`src/rtl/spart_host_pkg.sv`:
```
`default_nettype none
// +----------------------------------------------------------------------------+
// | spart_host_pkg : shared types and constants for the SPART host driver      |
// | Revision 1.0                                                               |
// +----------------------------------------------------------------------------+
package spart_host_pkg;

   typedef enum logic [1:0] {
      TX_IDLE   = 2'd0,
      TX_STROBE = 2'd1,
      TX_GAP    = 2'd2,
      TX_BUSY   = 2'd3
   } tx_state_t;

   localparam int DEFAULT_DIVISOR = 326;
   localparam int TX_GAP_CYCLES   = 2;

endpackage
`default_nettype wire

```
`src/rtl/spart_sync_fifo.sv`:
```
`default_nettype none
// +----------------------------------------------------------------------------+
// | spart_sync_fifo : single-clock FIFO, DEPTH a power of two, head on dout    |
// | Revision 1.0                                                               |
// +----------------------------------------------------------------------------+
module spart_sync_fifo #(
   parameter int WIDTH = 8,
   parameter int DEPTH = 8
) (
   input  logic             clk,
   input  logic             rst,
   input  logic             push,
   input  logic [WIDTH-1:0] din,
   output logic             full,
   input  logic             pop,
   output logic [WIDTH-1:0] dout,
   output logic             empty
);
   localparam int AW = $clog2(DEPTH);

   logic [WIDTH-1:0] mem [DEPTH];
   logic [AW:0]      wr_ptr;
   logic [AW:0]      rd_ptr;
   logic             do_push;
   logic             do_pop;

   // Extra pointer MSB distinguishes full from empty when the indices match.
   assign empty   = (wr_ptr == rd_ptr);
   assign full    = (wr_ptr[AW] != rd_ptr[AW]) && (wr_ptr[AW-1:0] == rd_ptr[AW-1:0]);
   assign do_pop  = pop & ~empty;
   assign do_push = push & (~full | do_pop);
   assign dout    = empty ? '0 : mem[rd_ptr[AW-1:0]];

   always_ff @(posedge clk) begin
      if (rst) begin
         wr_ptr <= '0;
         rd_ptr <= '0;
      end else begin
         if (do_push) wr_ptr <= wr_ptr + (AW+1)'(1);
         if (do_pop)  rd_ptr <= rd_ptr + (AW+1)'(1);
      end
   end

   always_ff @(posedge clk) begin
      if (do_push) mem[wr_ptr[AW-1:0]] <= din;
   end

endmodule
`default_nettype wire

```
`src/rtl/spart_host_driver.sv`:
```
`default_nettype none
// +----------------------------------------------------------------------------+
// | spart_host_driver : host-side SPART master (TX/RX FIFOs, strobe FSM, baud) |
// | Optional macro SPART_HOST_ECHO_EN adds a one-entry rx->tx echo slot.       |
// | Revision 1.0                                                               |
// +----------------------------------------------------------------------------+
module spart_host_driver
   import spart_host_pkg::*;
#(
   parameter int DIVISOR    = DEFAULT_DIVISOR,
   parameter int FIFO_DEPTH = 8,
   parameter int TX_TIMEOUT = 65535
) (
   input  logic       clk,
   input  logic       rst,
   input  logic       tx_push,
   input  logic [7:0] tx_byte,
   output logic       tx_full,
   input  logic       rx_pop,
   output logic [7:0] rx_byte,
   output logic       rx_empty,
   output logic       rx_overrun,
   output logic       tx_timeout,
   output logic       baud_en,
   output logic       iorw,
   output logic [7:0] databus,
   input  logic       rda,
   input  logic       tbr,
   input  logic [7:0] rx_data
);
   localparam int BW = $clog2(DIVISOR);
   localparam int TW = $clog2(TX_TIMEOUT + 1);
   localparam logic [BW-1:0] BAUD_LAST    = BW'(DIVISOR - 1);
   localparam logic [TW-1:0] GAP_LAST     = TW'(TX_GAP_CYCLES - 1);
   localparam logic [TW-1:0] TIMEOUT_LAST = TW'(TX_TIMEOUT - 1);

   logic [BW-1:0] baud_cnt;
   tx_state_t     state, next_state;
   logic [TW-1:0] cnt, cnt_d;
   logic          iorw_d, load, tx_pop, timeout_set, issue;
   logic [7:0]    tx_head, tx_next;
   logic          tx_empty, rx_full, rda_q, capture;
   logic          echo_valid;
   logic [7:0]    echo_byte;

   always_ff @(posedge clk) begin
      if (rst)                       baud_cnt <= '0;
      else if (baud_cnt == BAUD_LAST) baud_cnt <= '0;
      else                           baud_cnt <= baud_cnt + BW'(1);
   end
   assign baud_en = (baud_cnt == BAUD_LAST);

   spart_sync_fifo #(.WIDTH(8), .DEPTH(FIFO_DEPTH)) u_tx_fifo (
      .clk(clk), .rst(rst), .push(tx_push), .din(tx_byte), .full(tx_full),
      .pop(tx_pop), .dout(tx_head), .empty(tx_empty)
   );

   spart_sync_fifo #(.WIDTH(8), .DEPTH(FIFO_DEPTH)) u_rx_fifo (
      .clk(clk), .rst(rst), .push(capture), .din(rx_data), .full(rx_full),
      .pop(rx_pop), .dout(rx_byte), .empty(rx_empty)
   );

   assign capture = rda & ~rda_q;

   always_ff @(posedge clk) begin
      if (rst) begin
         rda_q      <= 1'b0;
         rx_overrun <= 1'b0;
      end else begin
         rda_q <= rda;
         if (capture & rx_full & ~rx_pop) rx_overrun <= 1'b1;
      end
   end

`ifdef SPART_HOST_ECHO_EN
   // A fresh capture wins over the slot being drained in the same cycle.
   always_ff @(posedge clk) begin
      if (rst) begin
         echo_valid <= 1'b0;
         echo_byte  <= 8'h00;
      end else if (capture) begin
         echo_valid <= 1'b1;
         echo_byte  <= rx_data;
      end else if (load & echo_valid) begin
         echo_valid <= 1'b0;
      end
   end
`else
   assign echo_valid = 1'b0;
   assign echo_byte  = 8'h00;
`endif

   assign issue   = tbr & (echo_valid | ~tx_empty);
   assign tx_next = echo_valid ? echo_byte : tx_head;

   always_ff @(posedge clk) begin
      if (rst) state <= TX_IDLE;
      else     state <= next_state;
   end

   always_comb begin
      next_state = state;
      case (state)
         TX_IDLE:   if (issue) next_state = TX_STROBE;
         TX_STROBE: next_state = TX_GAP;
         TX_GAP:    if (cnt == GAP_LAST) next_state = TX_BUSY;
         TX_BUSY:   if (tbr || (cnt == TIMEOUT_LAST)) next_state = TX_IDLE;
         default:   next_state = TX_IDLE;
      endcase
   end

   always_comb begin
      iorw_d      = 1'b1;
      load        = 1'b0;
      tx_pop      = 1'b0;
      cnt_d       = cnt;
      timeout_set = 1'b0;
      case (state)
         TX_IDLE: begin
            if (issue) begin
               iorw_d = 1'b0;
               load   = 1'b1;
               tx_pop = ~echo_valid;
               cnt_d  = '0;
            end
         end
         TX_STROBE: cnt_d = '0;
         TX_GAP:    cnt_d = (cnt == GAP_LAST) ? '0 : cnt + TW'(1);
         TX_BUSY: begin
            cnt_d       = cnt + TW'(1);
            timeout_set = ~tbr & (cnt == TIMEOUT_LAST);
         end
         default: ;
      endcase
   end

   always_ff @(posedge clk) begin
      if (rst) begin
         iorw       <= 1'b1;
         databus    <= 8'h00;
         cnt        <= '0;
         tx_timeout <= 1'b0;
      end else begin
         iorw <= iorw_d;
         cnt  <= cnt_d;
         if (load)        databus    <= tx_next;
         if (timeout_set) tx_timeout <= 1'b1;
      end
   end

endmodule
`default_nettype wire
```
`config.mk`:
```
export PLATFORM = sky130hd
export DESIGN_NAME = spart_host_driver
export DESIGN_NICKNAME = d
export VERILOG_FILES = /design/src/rtl/spart_host_pkg.sv /design/src/rtl/spart_sync_fifo.sv /design/src/rtl/spart_host_driver.sv
export SDC_FILE = /design/constraint.sdc
export NUM_CORES = 1
export LEC_CHECK = 0
export ABC_AREA = 1
export BUFFER_PORTS_ARGS = -buffer_cell sky130_fd_sc_hd__buf_4
export CAP_MARGIN = 20
export CORE_MARGIN = 3
export CORE_UTILIZATION = 25
export CTS_CLUSTER_SIZE = 20
export DETAILED_ROUTE_END_ITERATION = 10
export GPL_TIMING_DRIVEN = 1
export SLEW_MARGIN = 20
export SYNTH_ARGS = -nofsm -noshare
export SYNTH_HDL_FRONTEND = slang
export SYNTH_SLANG_ARGS = --single-unit
export TNS_END_PERCENT = 20
```
`constraint.sdc`:
```
create_clock -name clk -period 2.45 [get_ports clk]
set_clock_uncertainty 0.05 [all_clocks]
set_input_delay 0.245 -clock clk [delete_from_list [all_inputs] [get_ports clk]]
set_output_delay 0.245 -clock clk [all_outputs]
set_load 0.005 [all_outputs]
```
==> results of run 1 <==
==> state kept, by name, indices dropped and copies added (netlist names), 2 cells and up, named ones only <==
register,count
cnt,16
state,2
u_rx_fifo.wr_ptr,4
databus,8
u_tx_fifo.rd_ptr,4
baud_cnt,9
u_rx_fifo.mem,64
u_rx_fifo.rd_ptr,4
u_tx_fifo.mem,64
u_tx_fifo.wr_ptr,4
==> Yosys cell counts, drive strengths merged (6+ instances only) <==
cell	number
edfxtp	128
ha	13
nand2	160
xor2	15
a21oi	46
xnor2	6
nand3	36
o21ai	82
nand4	8
dfxtp	58
o32ai	16
inv	48
nor2	183
clkbuf	22
nor3	6
buf	14
==> report_power, final <==
part / internal (uW) / total (uW) / switching (uW)
Clock: 1610 / 2810 / 1200
Combinational: 479 / 1350 / 867
Sequential: 3480 / 3570 / 89.1
==> metrics by stage <==
stage | utilization | power, uW | setup slack (ps)
after floorplan | - | 4521 | 335.0
after global placement | 0.2846 | 4972 | 303.7
after detailed placement | 0.2846 | 4989 | 258.1
after CTS | 0.3052 | 7824 | 233.2
after global routing | 0.3052 | 8141 | 44.22
final | 0.3052 | 7721 | 247.8
==> layout make-up <==
class / instances / area [um^2]
repair buffers: 76 / 585.6
clock inverters: 14 / 167.7
inverters: 50 / 187.7
well taps: 435 / 544.3
fillers: 3331 / 22150
multi-input cells: 582 / 2811
flip-flops and latches: 186 / 5005
clock buffers: 18 / 429.2
==> worst max-delay path: cells and delay by family (launching register included) <==
family                     cells  cell delay (ps)
AOI/OAI and AO/OA              1              380
DFF                            1              330
buffers and inverters          4              520
adders and majority gates      1              200
and+or+nand+nor                3              420
==> routing by layer <==
metal | part of all wire | GRT usage | wire length (um)
met5 | 0 | 0 | 0
met1 | 0.48 | 0.1388 | 8614
met2 | 0.47 | 0.1755 | 8539
met3 | 0.042 | 0.02736 | 766
met4 | 0.011 | 0.02850 | 193
==> cells in the final DEF, fill, tap and decap left out, types with 4 or more instances in the layout <==
cell type and count:
dlygate4sd3_1 6, clkbuf_16 17, nor3_1 6, inv_6 4, nand4_1 7, dfxtp_1 58
o21ai_0 78, o21ai_1 4, ha_1 13, a21oi_1 44, xor2_1 15, inv_1 46
buf_4 70, nor2_1 182, xnor2_1 6, nand2_1 157, o32ai_1 16, nand3_1 35
edfxtp_1 128
==> cells by family after synthesis <==
kind of cell / synth area share
AND/OR/NAND/NOR: 0.1986
flip-flops: 0.6119
XOR/XNOR: 0.02249
AO/OA/AOI/OAI: 0.1028
adder cells (fa/ha/maj): 0.01989
buffers and inverters: 0.04436
==> final timing paths <==
| check | slack [ps] | to | depth (start not counted) |
|---|---|---|---|
| hold reg to reg | 420 | baud_cnt[0] | 1 |
| hold / removal | 20 | u_tx_fifo.mem[3][5] | 1 |
| setup reg to reg | 250 | u_tx_fifo.mem[4][4] | 9 |
| setup / recovery | 250 | u_tx_fifo.mem[4][4] | 9 |
==> results.json, run 1 <==
{
  "start_kind": "flop",
  "clkSlewWorstSetupHoldPaths_ps": 70,
  "synth_cells": 854,
  "drt_pre_antenna_iters": 5,
  "drv_cap": 0,
  "setup_tns_ps": 0,
  "grt_pass1_wl_um": 29960,
  "cts_buffer_depth": 2,
  "synthFlopType": "edfxtp_1",
  "cp.required_ps": 2540,
  "hold_viol": 0,
  "clk_latency_ps": 430,
  "cp_slowest_cell": "o2111ai_1",
  "cp-end-kind": "flop",
  "first_iter_violations": 361,
  "cp_data_arrival_time_ps": 2290,
  "hp-start": "tx_byte[5]",
  "via_count": 5916,
  "pin_count": 44,
  "viasPerCell": 4.347,
  "p_per_area_nw_per_um2": 793.4,
  "dieArea_um2": 34920,
  "worstPathMaxFanout": 8,
  "coreArea_um2": 31880,
  "critPathMaxStageDelay_ps": 380,
  "ir_drop_uv": 483.7,
  "area_growth_pct": 18.97,
  "setup_violations": 0,
  "die_w_um": 186.9,
  "synth_seq_cells": 186,
  "place_area_um2": 9074,
  "layout-drive-gt1-share": 0.1188,
  "antenna_found_initial": 0,
  "drt-total-wl_um": 18120,
  "cts.sink_count": 186,
  "status": "completed",
  "layout.nets": 948,
  "startpoint": "state[0]",
  "slew-limit-headroom": 0.4981,
  "h-tree-depth": 4,
  "numCtsBuffers": 17,
  "synth.yosys.seq_area_share": 0.6119,
  "synthesis.nets": 889,
  "dp_cells": 1323,
  "power_leakage_uw": 0.003513,
  "hold_ws_ps": 19.67,
  "crit_chain": "inv_1 -> ha_1 -> inv_1 -> o2111ai_1 -> nand2_1 -> inv_1 -> nand2_1 -> nor2_1 -> buf_4",
  "grt_pass1_vias": 5800,
  "die_height_um": 186.9,
  "design_area_um2": 9731,
  "ys_async_sr_fraction": 0,
  "rsz0062_at_grt": "no",
  "io_buffers": 43,
  "hpwl_um": 12500,
  "synth.avg_cell_area_um2": 9.577,
  "place.gp.congestion": 0.7953,
  "netlist_area_um2": 8179,
  "overflow": 0,
  "cts_tree": "yes",
  "num_rows": 65,
  "fin_crit_ps": 2202,
  "synth_top_area_frac": 0.4699,
  "drcViolationCount": 0,
  "postCtsHoldBufs": 6,
  "start_util": 0.2566,
  "cts_resized": 0,
  "gr-usage-all-layers": 0.1062,
  "hold_path.class": "in2reg",
  "slew_viol_final": 0,
  "cts-root-buf": "clkbuf_16",
  "path_class": "reg2reg",
  "crit_top_cell": "inv_1",
  "antenna_left": 0,
  "ys_warn_count": 0,
  "synthTopCellsByArea": "edfxtp_1 47%, dfxtp_1 14%, nor2_1 8.4%",
  "synth_edf_count": 128,
  "fin_crit_sh": 0.8988,
  "fmax_ghz": 0.4541,
  "synth_cell_type_count": 37,
  "synth_largest_area_cell": "edfxtp_1",
  "fin_cells": 1361,
  "wl_per_cell_um": 13.31,
  "tightest_slew_ps": 750.1,
  "grt_start_max_net_pins": 36,
  "r2r-start": "state[0]",
  "antenna_cells": 0,
  "cts_setup_buffers": 0
}
No activity file was read; power rests on OpenSTA's default activity.
==> inputs of run 2 (changes only) <==
- RECOVER_POWER: default -> 100
==> results.json, run 2 (synthesis results as in run 1) <==
{
  "pin_count": 44,
  "rr_worst_depth": 9,
  "cp.required_ps": 2150,
  "critPathMaxStageDelay_ps": 350,
  "power_leakage_uw": 0.003398,
  "grt_pass1_wl_um": 29960,
  "r2r-start": "state[0]",
  "cp-end-kind": "output pin",
  "path_class": "reg2out",
  "rsz0062_at_grt": "no",
  "cp_data_arrival_time_ps": 1950,
  "crit_chain": "clkbuf_4 -> nor2_1 -> o32ai_1 -> o21ai_0 -> nor2_1 -> clkbuf_4",
  "drcViolationCount": 0,
  "first_iter_violations": 351,
  "whs_path_depth": 4,
  "cts_buffer_depth": 2,
  "start_util": 0.2566,
  "hpwl_um": 12500,
  "fin_crit_sh": 0.9144,
  "fmax_ghz": 0.4464,
  "setup_violations": 0,
  "grt_pass1_vias": 5800,
  "start_kind": "flop",
  "dp_cells": 1323,
  "layout_common_cells": "183 x nor2_1, 159 x nand2_1, 128 x edfxtp_1, 79 x o21ai_0, 58 x dfxtp_1",
  "dieArea_um2": 34920,
  "hp-start": "tx_push",
  "cts_tree": "yes",
  "grt_start_max_net_pins": 36,
  "antenna_found_initial": 0,
  "cts_resized": 0,
  "clk_latency_ps": 430,
  "place_area_um2": 9074,
  "area_growth_pct": 17.27,
  "clkSlewWorstSetupHoldPaths_ps": 70,
  "drt-total-wl_um": 18070,
  "hold_viol": 0,
  "drt_pre_antenna_iters": 5,
  "cts_setup_buffers": 0,
  "wl_per_cell_um": 13.27,
  "layout.nets": 948,
  "setup_tns_ps": 0,
  "place.gp.congestion": 0.7953,
  "mostFrequentLayoutCell": "nor2_1",
  "hold_path.class": "in2reg",
  "hold_path_end": "u_tx_fifo.wr_ptr[1]",
  "coreArea_um2": 31880,
  "slew_viol_final": 0,
  "die_w_um": 186.9,
  "cts-root-buf": "clkbuf_16",
  "overflow": 0,
  "io_buffers": 43,
  "status": "completed",
  "fillCellCount": 3361,
  "layout-drive-gt1-share": 0.08531,
  "worstPathMaxFanout": 32,
  "ir_drop_uv": 483.0,
  "tightest_slew_ps": 950.5,
  "antenna_cells": 0,
  "cp_slowest_cell": "clkbuf_4",
  "p_per_area_nw_per_um2": 799.2,
  "antenna_left": 0,
  "gr-usage-all-layers": 0.1062,
  "drv_cap": 0,
  "numCtsBuffers": 17,
  "reg2reg_slack_ps": 240,
  "fin_cells": 1361,
  "fin_util": 0.3009,
  "design_area_um2": 9592,
  "h-tree-depth": 4,
  "via_count": 5909,
  "rr_endpoint": "u_tx_fifo.mem[4][4]",
  "slew-limit-headroom": 0.3597,
  "num_rows": 65,
  "multi_input_area_um2": 2799,
  "regArea_um2": 5005,
  "fin_crit_ps": 2240,
  "viasPerCell": 4.342,
  "cts.sink_count": 186,
  "die_height_um": 186.9,
  "power_uw": 7665
}
run 2: final cells by class:
cell class                 instances  area share
tap                              435     0.05674
inverter                          50     0.01957
multi-input combinational        582      0.2918
timing repair buffer              76     0.04787
sequential                       186      0.5218
clock buffer                      18     0.04474
clock inverter                    14     0.01748
run 2: stage by stage:
| step | worst slack (ps) | hold slack, ps |
|---|---|---|
| after floorplan | 335.0 | 293.9 |
| after global placement | 303.7 | 397.3 |
| after detailed placement | 258.1 | 408.5 |
| after CTS | 233.2 | 0.7079 |
| after global routing | 27.56 | 87.55 |
| final | 209.8 | 88.45 |
run 2: layer usage:
layer	part of all wire	track usage
met4	0.0097	0.02850
met3	0.047	0.02736
met5	0	0
met2	0.48	0.1755
met1	0.47	0.1388
run 2: what timing repair did:
action	in CTS	in global routing
endpoints found under the hold margin	41	0
endpoints found under the setup margin	0	0
hold buffers	6	0
run 2: worst max-delay path by stage:
stage	cells after the start	slack [ps]	end	startpoint
2_1_floorplan	8	330	u_tx_fifo.mem[0][0]	state[0]
3_3_place_gp	9	300	u_tx_fifo.mem[4][2]	state[0]
3_5_place_dp	9	260	u_tx_fifo.mem[4][3]	state[0]
4_1_cts	6	230	rx_byte[3]	u_rx_fifo.wr_ptr[0]
5_1_grt	6	30	rx_byte[3]	flop
6_report	6	210	rx_byte[3]	flop
run 2: where the power goes:
part / switching (uW) / total, uW / internal [uW] / leakage (uW)
Sequential: 88.5 / 3570 / 3480 / 0.00163
Clock: 1200 / 2810 / 1610 / 0.000289
Combinational: 862 / 1290 / 429 / 0.00148
Total: 2150 / 7670 / 5520 / 0.00340
run 2: worst max-delay path, delay by kind of cell (launching register included):
family / cells / cell delay, ps
compound gates: 2 / 450
buf+inv: 2 / 500
simple gates: 2 / 230
flops: 1 / 330
